**config.mk**
```make
export PLATFORM = sky130hd
export DESIGN_NAME = usrp_tag_frame_sched
export DESIGN_NICKNAME = d
export VERILOG_FILES = /design/src/rtl/usrp_tag_frame_sched.sv
export SDC_FILE = /design/constraint.sdc
export NUM_CORES = 1
export LEC_CHECK = 0
export BUFFER_PORTS_ARGS = -buffer_cell sky130_fd_sc_hd__buf_2
export CAP_MARGIN = 5
export CORE_MARGIN = 2
export CORE_UTILIZATION = 30
export DETAILED_ROUTE_END_ITERATION = 12
export GPL_TIMING_DRIVEN = 0
export PLACE_DENSITY = 0.49
export SYNTH_ARGS = -nofsm -noshare
export SYNTH_HDL_FRONTEND = slang
export SYNTH_SLANG_ARGS = --single-unit
```
**constraint.sdc**
```tcl
create_clock -name clk -period 2.3 [get_ports clk]
set_input_delay 0 -clock clk [delete_from_list [all_inputs] [get_ports clk]]
set_output_delay 0 -clock clk [all_outputs]
set_load 0.005 [all_outputs]
```
**src/rtl/usrp_tag_frame_sched.sv**
```systemverilog
// usrp_tag_frame_sched
// Sequences one localization frame for the MTX transmit chain:
// trigger, pilot tone, then NLOC_PER_SYNC location slots. Each slot is
// preceded by a guard gap and holds NSYMB symbols of NSIG samples.
// The block drives the sample/symbol indices, the pilot/MTX select and the
// valid strobe for the DDS datapath. It also mirrors slot state onto the
// front-panel GPIO.
//
// Ports
//   clk          single clock
//   reset        synchronous, active-low
//   enable       start / continue frames (level, checked in IDLE and DONE)
//   tx_ready     downstream accepts the current sample
//   fp_gpio_in   bit0 = abort, other bits ignored
//   fp_gpio_out  {.., busy, tx_trig, pilot_sel, locN[3:0], 0}
//   fp_gpio_ddr  constant direction mask 12'h0FE
//   tx_trig      one-cycle frame-start pulse
//   tx_valid     indices describe a valid sample
//   pilot_sel    1 = pilot sample, 0 = MTX sample
//   sigN         sample index within pilot / symbol
//   symbN        symbol index within slot
//   locN         location slot index
//   busy         frame in progress
//   frame_done   one-cycle pulse on frame completion
module usrp_tag_frame_sched #(
    parameter int PHASE_WIDTH   = 24,
    parameter int NSYMB_WIDTH   = 16,
    parameter int REG_WIDTH     = 12,
    parameter int LOC_WIDTH     = 4,
    parameter int NSIG          = 8192,
    parameter int PILOT_NSIG    = 65536,
    parameter int NSYMB         = 24,
    parameter int NLOC_PER_SYNC = 3,
    parameter int GUARD         = 64
) (
    input  logic                   clk,
    input  logic                   reset,
    input  logic                   enable,
    input  logic                   tx_ready,
    input  logic [REG_WIDTH-1:0]   fp_gpio_in,
    output logic [REG_WIDTH-1:0]   fp_gpio_out,
    output logic [REG_WIDTH-1:0]   fp_gpio_ddr,
    output logic                   tx_trig,
    output logic                   tx_valid,
    output logic                   pilot_sel,
    output logic [PHASE_WIDTH-1:0] sigN,
    output logic [NSYMB_WIDTH-1:0] symbN,
    output logic [LOC_WIDTH-1:0]   locN,
    output logic                   busy,
    output logic                   frame_done
);

    typedef enum logic [2:0] {
        ST_IDLE  = 3'd0,
        ST_TRIG  = 3'd1,
        ST_PILOT = 3'd2,
        ST_GUARD = 3'd3,
        ST_SYMB  = 3'd4,
        ST_DONE  = 3'd5
    } state_t;

    localparam int GUARD_W = (GUARD > 1) ? $clog2(GUARD) : 1;

    // Terminal counts; comparing against N-1 keeps every counter in range.
    localparam logic [PHASE_WIDTH-1:0] PILOT_LAST = PHASE_WIDTH'(PILOT_NSIG - 1);
    localparam logic [PHASE_WIDTH-1:0] SIG_LAST   = PHASE_WIDTH'(NSIG - 1);
    localparam logic [NSYMB_WIDTH-1:0] SYMB_LAST  = NSYMB_WIDTH'(NSYMB - 1);
    localparam logic [LOC_WIDTH-1:0]   LOC_LAST   = LOC_WIDTH'(NLOC_PER_SYNC - 1);
    localparam logic [GUARD_W-1:0]     GUARD_LAST = GUARD_W'(GUARD - 1);

    state_t                 state_r, state_s;
    logic [PHASE_WIDTH-1:0] sig_r, sig_s;
    logic [NSYMB_WIDTH-1:0] symb_r, symb_s;
    logic [LOC_WIDTH-1:0]   loc_r, loc_s;
    logic [GUARD_W-1:0]     guard_r, guard_s;

    logic                   tx_trig_r, tx_valid_r, pilot_sel_r, busy_r, frame_done_r;
    logic                   tx_trig_s, tx_valid_s, pilot_sel_s, busy_s, frame_done_s;
    logic [REG_WIDTH-1:0]   gpio_out_r, gpio_out_s;

    logic                   beat_s;
    logic                   abort_s;
    logic                   unused_gpio_s;

    assign beat_s        = tx_valid_r & tx_ready;
    assign abort_s       = fp_gpio_in[0];
    assign unused_gpio_s = ^fp_gpio_in[REG_WIDTH-1:1];

    // Next-state and counter update for the frame sequencer.
    always_comb begin
        state_s = state_r;
        sig_s   = sig_r;
        symb_s  = symb_r;
        loc_s   = loc_r;
        guard_s = guard_r;

        case (state_r)
            ST_IDLE: begin
                sig_s   = '0;
                symb_s  = '0;
                loc_s   = '0;
                guard_s = '0;
                // The abort bit also holds off a new start.
                if (enable && !abort_s) begin
                    state_s = ST_TRIG;
                end else begin
                    state_s = ST_IDLE;
                end
            end
            ST_TRIG: begin
                state_s = ST_PILOT;
                sig_s   = '0;
                symb_s  = '0;
                loc_s   = '0;
                guard_s = '0;
            end
            ST_PILOT: begin
                if (beat_s) begin
                    if (sig_r == PILOT_LAST) begin
                        state_s = ST_GUARD;
                        sig_s   = '0;
                        guard_s = '0;
                    end else begin
                        sig_s = sig_r + PHASE_WIDTH'(1);
                    end
                end else begin
                    sig_s = sig_r;
                end
            end
            ST_GUARD: begin
                // Guard runs on clocks alone; tx_ready plays no part here.
                if (guard_r == GUARD_LAST) begin
                    state_s = ST_SYMB;
                    sig_s   = '0;
                    symb_s  = '0;
                    guard_s = '0;
                end else begin
                    guard_s = guard_r + GUARD_W'(1);
                end
            end
            ST_SYMB: begin
                if (beat_s) begin
                    if (sig_r == SIG_LAST) begin
                        sig_s = '0;
                        if (symb_r == SYMB_LAST) begin
                            symb_s  = '0;
                            guard_s = '0;
                            if (loc_r == LOC_LAST) begin
                                state_s = ST_DONE;
                                loc_s   = '0;
                            end else begin
                                state_s = ST_GUARD;
                                loc_s   = loc_r + LOC_WIDTH'(1);
                            end
                        end else begin
                            symb_s = symb_r + NSYMB_WIDTH'(1);
                        end
                    end else begin
                        sig_s = sig_r + PHASE_WIDTH'(1);
                    end
                end else begin
                    sig_s = sig_r;
                end
            end
            ST_DONE: begin
                sig_s   = '0;
                symb_s  = '0;
                loc_s   = '0;
                guard_s = '0;
                if (enable) begin
                    state_s = ST_TRIG;
                end else begin
                    state_s = ST_IDLE;
                end
            end
            default: begin
                state_s = ST_IDLE;
                sig_s   = '0;
                symb_s  = '0;
                loc_s   = '0;
                guard_s = '0;
            end
        endcase

        // Abort outranks every transition outside IDLE.
        if (abort_s && (state_r != ST_IDLE)) begin
            state_s = ST_IDLE;
            sig_s   = '0;
            symb_s  = '0;
            loc_s   = '0;
            guard_s = '0;
        end else begin
            guard_s = guard_s;
        end
    end

    // Decode the next state into the values the output registers load.
    always_comb begin
        tx_trig_s    = (state_s == ST_TRIG);
        tx_valid_s   = (state_s == ST_PILOT) || (state_s == ST_SYMB);
        pilot_sel_s  = (state_s == ST_PILOT);
        busy_s       = (state_s != ST_IDLE);
        frame_done_s = (state_s == ST_DONE);
        gpio_out_s      = '0;
        gpio_out_s[4:1] = 4'(loc_s);
        gpio_out_s[5]   = pilot_sel_s;
        gpio_out_s[6]   = tx_trig_s;
        gpio_out_s[7]   = busy_s;
    end

    // State, counter and output registers with synchronous active-low reset.
    always_ff @(posedge clk) begin
        if (!reset) begin
            state_r      <= ST_IDLE;
            sig_r        <= '0;
            symb_r       <= '0;
            loc_r        <= '0;
            guard_r      <= '0;
            tx_trig_r    <= 1'b0;
            tx_valid_r   <= 1'b0;
            pilot_sel_r  <= 1'b0;
            busy_r       <= 1'b0;
            frame_done_r <= 1'b0;
            gpio_out_r   <= '0;
        end else begin
            state_r      <= state_s;
            sig_r        <= sig_s;
            symb_r       <= symb_s;
            loc_r        <= loc_s;
            guard_r      <= guard_s;
            tx_trig_r    <= tx_trig_s;
            tx_valid_r   <= tx_valid_s;
            pilot_sel_r  <= pilot_sel_s;
            busy_r       <= busy_s;
            frame_done_r <= frame_done_s;
            gpio_out_r   <= gpio_out_s;
        end
    end

    assign tx_trig     = tx_trig_r;
    assign tx_valid    = tx_valid_r;
    assign pilot_sel   = pilot_sel_r;
    assign sigN        = sig_r;
    assign symbN       = symb_r;
    assign locN        = loc_r;
    assign busy        = busy_r;
    assign frame_done  = frame_done_r;
    assign fp_gpio_out = gpio_out_r;
    assign fp_gpio_ddr = REG_WIDTH'(12'h0FE);

endmodule

```
# Word level (Yosys, flattened, before mapping)
# Index checks and enable logic that the tools add are counted.
[totals] word_cells=86 regBits=70 out_inout_bits=73 inputBits=16
[op_classes] reduce_logical=12 eq_ne=20 add_sub_neg=4 n_mux=35 bitwise=3
[op_table] operator="2-to-1 mux 24 bit" count=5
[op_table] operator="case mux 24 bit (3 select lines)" count=1
[op_table] operator="2-to-1 mux 16 bit" count=4
[op_table] operator="case mux 16 bit (3 select lines)" count=1
[op_table] operator="2-to-1 mux 6 bit" count=6
[op_table] operator="adder 24 x 1 -> 24 bit (second input constant)" count=1
[op_table] operator="equality test 24 x 13 -> 1 bit (second input constant)" count=1
[op_table] operator="equality test 24 x 16 -> 1 bit (second input constant)" count=1
[op_table] operator="2-to-1 mux 3 bit" count=8
[op_table] operator="2-to-1 mux 4 bit" count=5
[op_table] operator="case mux 3 bit (6 select lines)" count=1
[op_table] operator="case mux 6 bit (3 select lines)" count=1
[op_table] operator="adder 16 x 1 -> 16 bit (second input constant)" count=1
[op_table] operator="equality test 16 x 5 -> 1 bit (second input constant)" count=1
[op_table] operator="equality test 3 bit (second input constant)" count=4
[op_table] operator="!= test 2 bit (second input constant)" count=6
[op_table] operator="equality test 3 x 2 -> 1 bit (second input constant)" count=3
[op_table] operator="case mux 4 bit (2 select lines)" count=1
[op_table] operator="adder 6 x 1 -> 6 bit (second input constant)" count=1
[op_table] operator="equality test 3 x 1 -> 1 bit (second input constant)" count=2
[op_table] operator="equality test 6 bit (second input constant)" count=1
[op_table] operator="nonzero test 3 bit" count=2
[op_table] operator="AND reduction 5 bit" count=1
[op_table] operator="adder 4 x 1 -> 4 bit (second input constant)" count=1
[op_table] operator="11 further kinds" count=15

# Logic depth before layout (Yosys ltp)
# Gate-level depths: netlist of run 1.
[logic_depth] word_depth=9 mapped_depth=8 depth_no_buf=8

# Least setup slack after synthesis of run 1
# OpenSTA, ideal clock, no wires.
[synth_timing] path_type="reg-to-reg" start="reg symb_r[0], in the netlist symbN[0]" end="reg symb_r[7], in the netlist symbN[7]" stages_incl_launch_ff=9 setup_slack_ns=0.049 required_time_ns=2.174 t_arrival_ns=2.125 n_path_buf=2 setup_ns=0.126 period_less_slack_ns=2.251 path_cell_list="dfxtp_1 -> ha_1 -> nor4bb_1 -> and4_1 -> clkbuf_1 -> a31oi_1 -> o21ai_1 -> buf_4 -> a21oi_1"
[synth_between] elab_chain_len=5 word_cells_on_any_way=6 classes_between="1 x add/sub; 1 x eq/ne; 4 x mux"
[synth_lines] element="start: declaration" line_no="73" source="logic [NSYMB_WIDTH-1:0] symb_r, symb_s;"
[synth_lines] element="start signal: assignment" line_no="228" source="symb_r <= symb_s;"
[synth_lines] element="adder 16 x 1 -> 16 bit or equality test 16 x 5 -> 1 bit (tied branches)" line_no="156, 145"
[synth_lines] element="2-to-1 mux 16 bit *" line_no="145" source="if (symb_r == SYMB_LAST) begin"
[synth_lines] element="2-to-1 mux 16 bit *" line_no="143" source="if (sig_r == SIG_LAST) begin"
[synth_lines] element="2-to-1 mux 16 bit *" line_no="142" source="if (beat_s) begin"
[synth_lines] element="case mux 16 bit (3 select lines) *" line_no="97" source="case (state_r)"
# Every way passes the cells marked *; elsewhere a longest branch is shown, timed or not. The select of a mux whose other input is x is not followed.
# A chain may end at the register's enable or synchronous reset.

# Final worst setup path of run 1
[layout_timing] start="reg sig_r[22], in the netlist sigN[22]" end="reg symb_r[15], in the netlist symbN[15]"
[layout_between] elab_chain_len=3
[layout_lines] element="start: declaration" line_no="72" source="logic [PHASE_WIDTH-1:0] sig_r, sig_s;"
[layout_lines] element="start signal: assignment" line_no="227" source="sig_r <= sig_s;"
[layout_lines] element="equality test 24 x 13 -> 1 bit" line_no="143"
[layout_lines] element="!= test 2 bit (no source line)"
[layout_lines] element="AND reduction 4 bit (no source line)"
# No other way between the ends.

==> impl_metrics.ini, run 1 <==
[sta]
fmax_mhz = 445.4
holdWs_ns = 0.03627
slew_headroom_pct = 60.74
fin_skew_ns = 0.01567
tns_ns = 0
rsz0062_at_grt = yes
worstMarginPinSlew_ns = 0.5889
min_period_ns = 2.245
hold_viol = 0
slew_viol_final = 0
period_share_pct = 97.63
setup_violations = 0

[die]
core_um2 = 10840
ios = 89
dieArea_um2 = 12020
rows = 38
die_height_um = 109.6
start_util_pct = 30.87
die_w_um = 109.6

[yosys]
synth_warnings = 0
ys_top_cells_by_area = dfxtp_1 35%, buf_4 5.6%, a21oi_1 5.4%, nand4_1 5.0%, o21ai_0 4.0%
synth_top_area_share_pct = 34.69
synthTopCellsByCount = 58 x dfxtp_1, 36 x a21oi_1, 30 x nor2_1
synth_compound_area_share_pct = 17.64
synth-simple-area-share_pct = 32.82
synth_area_um2 = 3347
yosysMostFrequentCell = dfxtp_1
synthArstFlopShare_pct = 0
synth_flop_cell = dfxtp_1
syn_inst = 424
synth.largest_area_cell = dfxtp_1
yosys.area_share.xor_xnor_pct = 3.925
synthAdderAreaFrac_pct = 1.869
syn_avg_cell_area_um2 = 7.894
synth_top_family_by_area = simple AND/OR/NAND/NOR gates
synth_edf_count = 0
ys_seq_area_share_pct = 34.69
ys_ff_latch = 58
ys_types = 51
synth_mux_area_share_pct = 0

[cells_and_area]
syn_to_final_growth_pct = 30.47
fin_util_pct = 40.28
diodes = 0
final_net_count = 540
drive_gt1_share_pct = 29.89

[grt]
grt-ovfl-total = 0
grt_pass1_vias = 3115
grt_max_degree = 11
antenna_found_initial = 0
track_usage_pct = 16.54
grt_pass1_wl_mm = 15.50

[place]
routabilityCongestion = 0.8038
hpwlAfterDp_mm = 6.958
io_buffers = 60

[critical_path]
cp_max_fo = 10
path_buf_inv = 1
critical-path-top-delay-family = simple AND/OR/NAND/NOR gates
critPathKind = reg -> reg
cp_slowest_cell = or4_4
crit_chain = or4_4 > nor4_4 > a21oi_2 > buf_6 > or4_1 > a21oi_2
cp.required_ns = 2.58
cp-end-kind = register
startpoint_type = register
arrival_ns = 2.53
critPathMostFrequentCell = a21oi_2
crit_path_max_incr_delay_ns = 0.58

[clock_network]
clkSinkCount = 58
numCtsBuffers = 9
cts_tree = done
insertion_delay_ns = 0.35
htreeDepth = 3
cts_root_buffer = clkbuf_8
clk_pin_slew_ns = 0.07
cts.path.max_buffers = 2

[pwr]
peakVddDrop_mv = 0.2251
power.density_nw_per_um2 = 484.5
p_leak_nw = 1.692

[detailed_routing]
drt_pass1_iterations = 4
wl_per_cell_um = 14.66
drc = 0
vias_per_cell = 5.145
num_vias = 3406
drt-total-wl_mm = 9.702
dr.first_iter.drc_count = 157
antenna_left = 0

[worst_hold_path]
hold_path_class = in -> reg

[run]
max-cap-violations = 0

[outcome]
outcome = complete, no violations
==> kinds of logic after synthesis <==
group           count (synthesis)
simple gates                  192
compound gates                 99
flops                          58
buf+inv                        53
xor+xnor                       15
fa+ha+maj                       5
other cells                     2
==> routing by layer <==
| metal | vias up | track usage [%] | routed length, µm |
|---|---|---|---|
| li1 | 1736 | - | - |
| met1 | 1591 | 22.39 | 4611 |
| met2 | 68 | 25.88 | 4557 |
| met3 | 11 | 3.201 | 405 |
| met4 | 0 | 6.420 | 128 |
| met5 | - | 0 | 0 |
==> cells in the final DEF (no fill, tap or decap), types with 3 or more instances in the layout <==
master	instances
o31ai_1	7
nor2b_1	4
o21a_1	3
nand3_1	21
and2_1	3
a21oi_2	3
dfxtp_2	5
xor2_1	14
o21ai_4	3
buf_4	37
dfxtp_1	53
a31oi_1	6
nor3_1	16
or4_1	4
buf_2	62
nand4b_1	3
conb_1	17
or4_4	4
nand4_1	27
inv_1	9
nand2_1	25
clkbuf_1	9
ha_1	5
a21oi_1	34
o21ai_0	27
nor2_1	30
and4_1	5
nand3_2	3
clkbuf_8	11
or3_1	14
and3_1	9
==> report_power, final <==
| part | switching (W) | internal (W) |
|---|---|---|
| clock network | 0.000403 | 0.000543 |
| logic | 0.0000862 | 0.0000646 |
| registers | 0.00000626 | 0.00101 |
==> repair_timing <==
| action | 4_1_cts | 5_1_grt |
|---|---|---|
| pin swaps | 3 | 10 |
| endpoints found under the hold margin | 2 | 0 |
| hold buffers | 1 | 0 |
| resized for setup | 25 | 27 |
| gates cloned | 0 | 0 |
| buffers inserted | 4 | 6 |
| setup endpoints to repair | 56 | 41 |
==> path summary, 6_finish.rpt <==
| check | slack [ns] | depth (start not counted) | from | end |
|---|---|---|---|---|
| min reg2reg | 0.51 | 2 | sigN[23] | sigN[23] |
| max reg2reg | 0.05 | 6 | sigN[22] | symbN[15] |
| max | 0.05 | 6 | sigN[22] | symbN[15] |
| min | 0.04 | 4 | fp_gpio_in[0] | frame_done |
==> registers in the layout, indices dropped and copies added (netlist names) <==
name and flops:
sigN 24, symbN 16, guard_r 6, fp_gpio_out 3, locN 3, state_r 3, busy 1, frame_done 1
tx_valid 1
==> tightest hold or removal path, stage by stage <==
cell and delay [ns]:
buf_2 0.14, a21oi_1 0.07, nand2_1 0.07, nor2b_1 0.04
==> through the flow <==
stage	instance area, µm²	setup slack, ns	total power (W)	cells
after floorplan	3403	0.04924	0.001134	439
after global placement	3879	-0.6618	0.001175	639
after detailed placement	3879	-0.6521	0.001175	639
after CTS	4214	-0.01065	0.002133	656
after global routing	4367	-0.02484	0.002210	662
final	4367	0.05461	0.002116	662
==> area by class of cell <==
class / instances / area, µm²
flip-flops and latches: 58 / 1167
repair buffers: 71 / 385.4
clock buffers: 11 / 151.4
multi-input cells: 328 / 2142
plain buffers: 42 / 271.5
fillers: 1158 / 6474
well taps: 140 / 175.2
inverters: 9 / 33.78
clock inverters: 3 / 40.04
Power figures use the tool's default switching activity.
==> run 2, diff against run 1 <==
--- a/config.mk
+++ b/config.mk
@@ -12,6 +12,7 @@
 export DETAILED_ROUTE_END_ITERATION = 12
 export GPL_TIMING_DRIVEN = 0
 export PLACE_DENSITY = 0.49
+export REMOVE_ABC_BUFFERS = 1
 export SYNTH_ARGS = -nofsm -noshare
 export SYNTH_HDL_FRONTEND = slang
 export SYNTH_SLANG_ARGS = --single-unit
==> run 2 against run 1 <==
  * Sequential cell count stayed put
  * Clock-buffer cell count shrank 1
  * Final cell count shrank 5.1%
  * Largest power group unchanged
  * First-iteration DRC count up 3.8%
  * Clock skew is essentially flat
  * Highest routed layer unchanged
  * Die area stayed put
  * Combinational power fell by 21%
==> impl_metrics.ini, run 2 (synthesis results as in run 1) <==
[sta]
worstMarginPinSlew_ns = 0.6464
period_share_pct = 96.06
hold_viol = 0
min_period_ns = 2.209
slew_viol_final = 0
fmax_mhz = 452.6
tns_ns = 0
fin_ws_ns = 0.09062
rsz0062_at_grt = yes
slew_headroom_pct = 56.81
fin_skew_ns = 0.01575
setup_violations = 0

[critical_path]
rrSetupSlack_ns = 0.09
ff2ff_path_depth = 6
reg2reg_from = sigN[16]
r2r_end = symbN[3]
cp.required_ns = 2.57
cp_max_fo = 15
critical-path-top-delay-family = simple AND/OR/NAND/NOR gates
crit_path_max_incr_delay_ns = 0.57
crit_chain = or4_4 > nor4_4 > buf_6 > a21oi_4 > or4_1 > a21oi_1
critPathKind = reg -> reg
path_buf_inv = 1
startpoint_type = register
cp-end-kind = register
arrival_ns = 2.48
cp_slowest_cell = or4_4

[pwr]
p_leak_nw = 1.548
power.density_nw_per_um2 = 502.7
p_total_w = 0.002085
peakVddDrop_mv = 0.2261

[cells_and_area]
largest_register_ff_count = 24
fin_cells = 628
final_area_um2 = 4146
syn_to_final_growth_pct = 23.89
final_common_cell = buf_2
diodes = 0
multiInputGateArea_um2 = 2133
fill_cells = 1144
final_net_count = 505
regArea_um2 = 1165
drive_gt1_share_pct = 25.61
final_cell_mix = 60 x buf_2, 55 x dfxtp_1, 36 x a21oi_1, 30 x nor2_1, 27 x nand4_1

[worst_hold_path]
hold_depth = 4
hold_end = frame_done
hold_path_class = in -> reg
hold_start = fp_gpio_in[0]

[die]
ios = 89
start_util_pct = 30.87
dieArea_um2 = 12020
die_height_um = 109.6
rows = 38
core_um2 = 10840
die_w_um = 109.6

[place]
placed_cell_area_um2 = 3641
hpwlAfterDp_mm = 6.428
place_ws_ns = -1.034
dp_cells = 596
routabilityCongestion = 0.8388
io_buffers = 60

[grt]
antenna_found_initial = 0
grt-ovfl-total = 0
grt_pass1_vias = 3062
grt_max_degree = 18
track_usage_pct = 16.58
grt_pass1_wl_mm = 15.51

[clock_network]
cts.path.max_buffers = 2
clk_pin_slew_ns = 0.07
clkSinkCount = 58
insertion_delay_ns = 0.34
numCtsBuffers = 9
cts_root_buffer = clkbuf_8
htreeDepth = 3
cts_tree = done

[detailed_routing]
dr.first_iter.drc_count = 163
drt-total-wl_mm = 9.703
antenna_left = 0
wl_per_cell_um = 15.45
drt_pass1_iterations = 4
num_vias = 3394
vias_per_cell = 5.404
drc = 0

[outcome]
outcome = complete, no violations

[run]
max-cap-violations = 0
## run 2: worst max-delay path by stage
stage	startpoint	to	slack, ns	depth (start not counted)
6_report	sigN[16]	symbN[3]	0.09	6
5_1_grt	sigN[23]	symbN[3]	-0.008	6
4_1_cts	symbN[0]	symbN[4]	0.002	7
3_5_place_dp	guard_r[0]	sigN[23]	-1.03	6
3_3_place_gp	guard_r[0]	sigN[13]	-1.64	6
2_1_floorplan	guard_r[0]	sigN[0]	-0.50	6
## run 2: cell type report
cell class / count / share of cell area, %
multi-input combinational: 330 / 51.45
sequential: 58 / 28.09
timing repair buffer: 76 / 10.77
tap: 140 / 4.224
clock buffer: 10 / 3.319
clock inverter: 5 / 1.328
inverter: 9 / 0.8147
## run 2: what timing repair did
action | CTS | global route
gates cloned | 1 | 1
pin swaps | 6 | 6
endpoints found under the hold margin | 1 | 0
setup buffers | 11 | 3
setup endpoints to repair | 50 | 53
hold buffers | 1 | 0
gates resized for setup | 15 | 21
## run 2: per-stage QoR
| stage | utilization [%] | hold slack, ns |
|---|---|---|
| finish | 38.25 | 0.05400 |
| floorplan | - | 0.1547 |
| global placement | 33.37 | 0.3298 |
| detailed placement | 33.59 | 0.3368 |
| global route | 38.25 | 0.07169 |
| CTS | 37.10 | 0.03386 |
## run 2: routing by layer
layer	up-vias	GRT usage, %	share of wire [%]
met5	-	0	0
met4	0	5.696	1.0
met3	8	3.734	5.1
met2	98	27.87	48
met1	1618	20.84	46
li1	1670	-	-
## run 2: worst register-to-register path: stages, from the launching register on
cell     delay, ns
dfxtp_1       0.36
or4_4         0.57
nor4_4        0.28
buf_6         0.16
a21oi_4       0.12
or4_1         0.53
a21oi_1       0.13
## run 2: report_power, final
group          switching [W]  leakage [nW]  internal [W]
combinational      0.0000774         0.984     0.0000430
sequential         0.0000112         0.469       0.00101
clock               0.000421        0.0941      0.000520
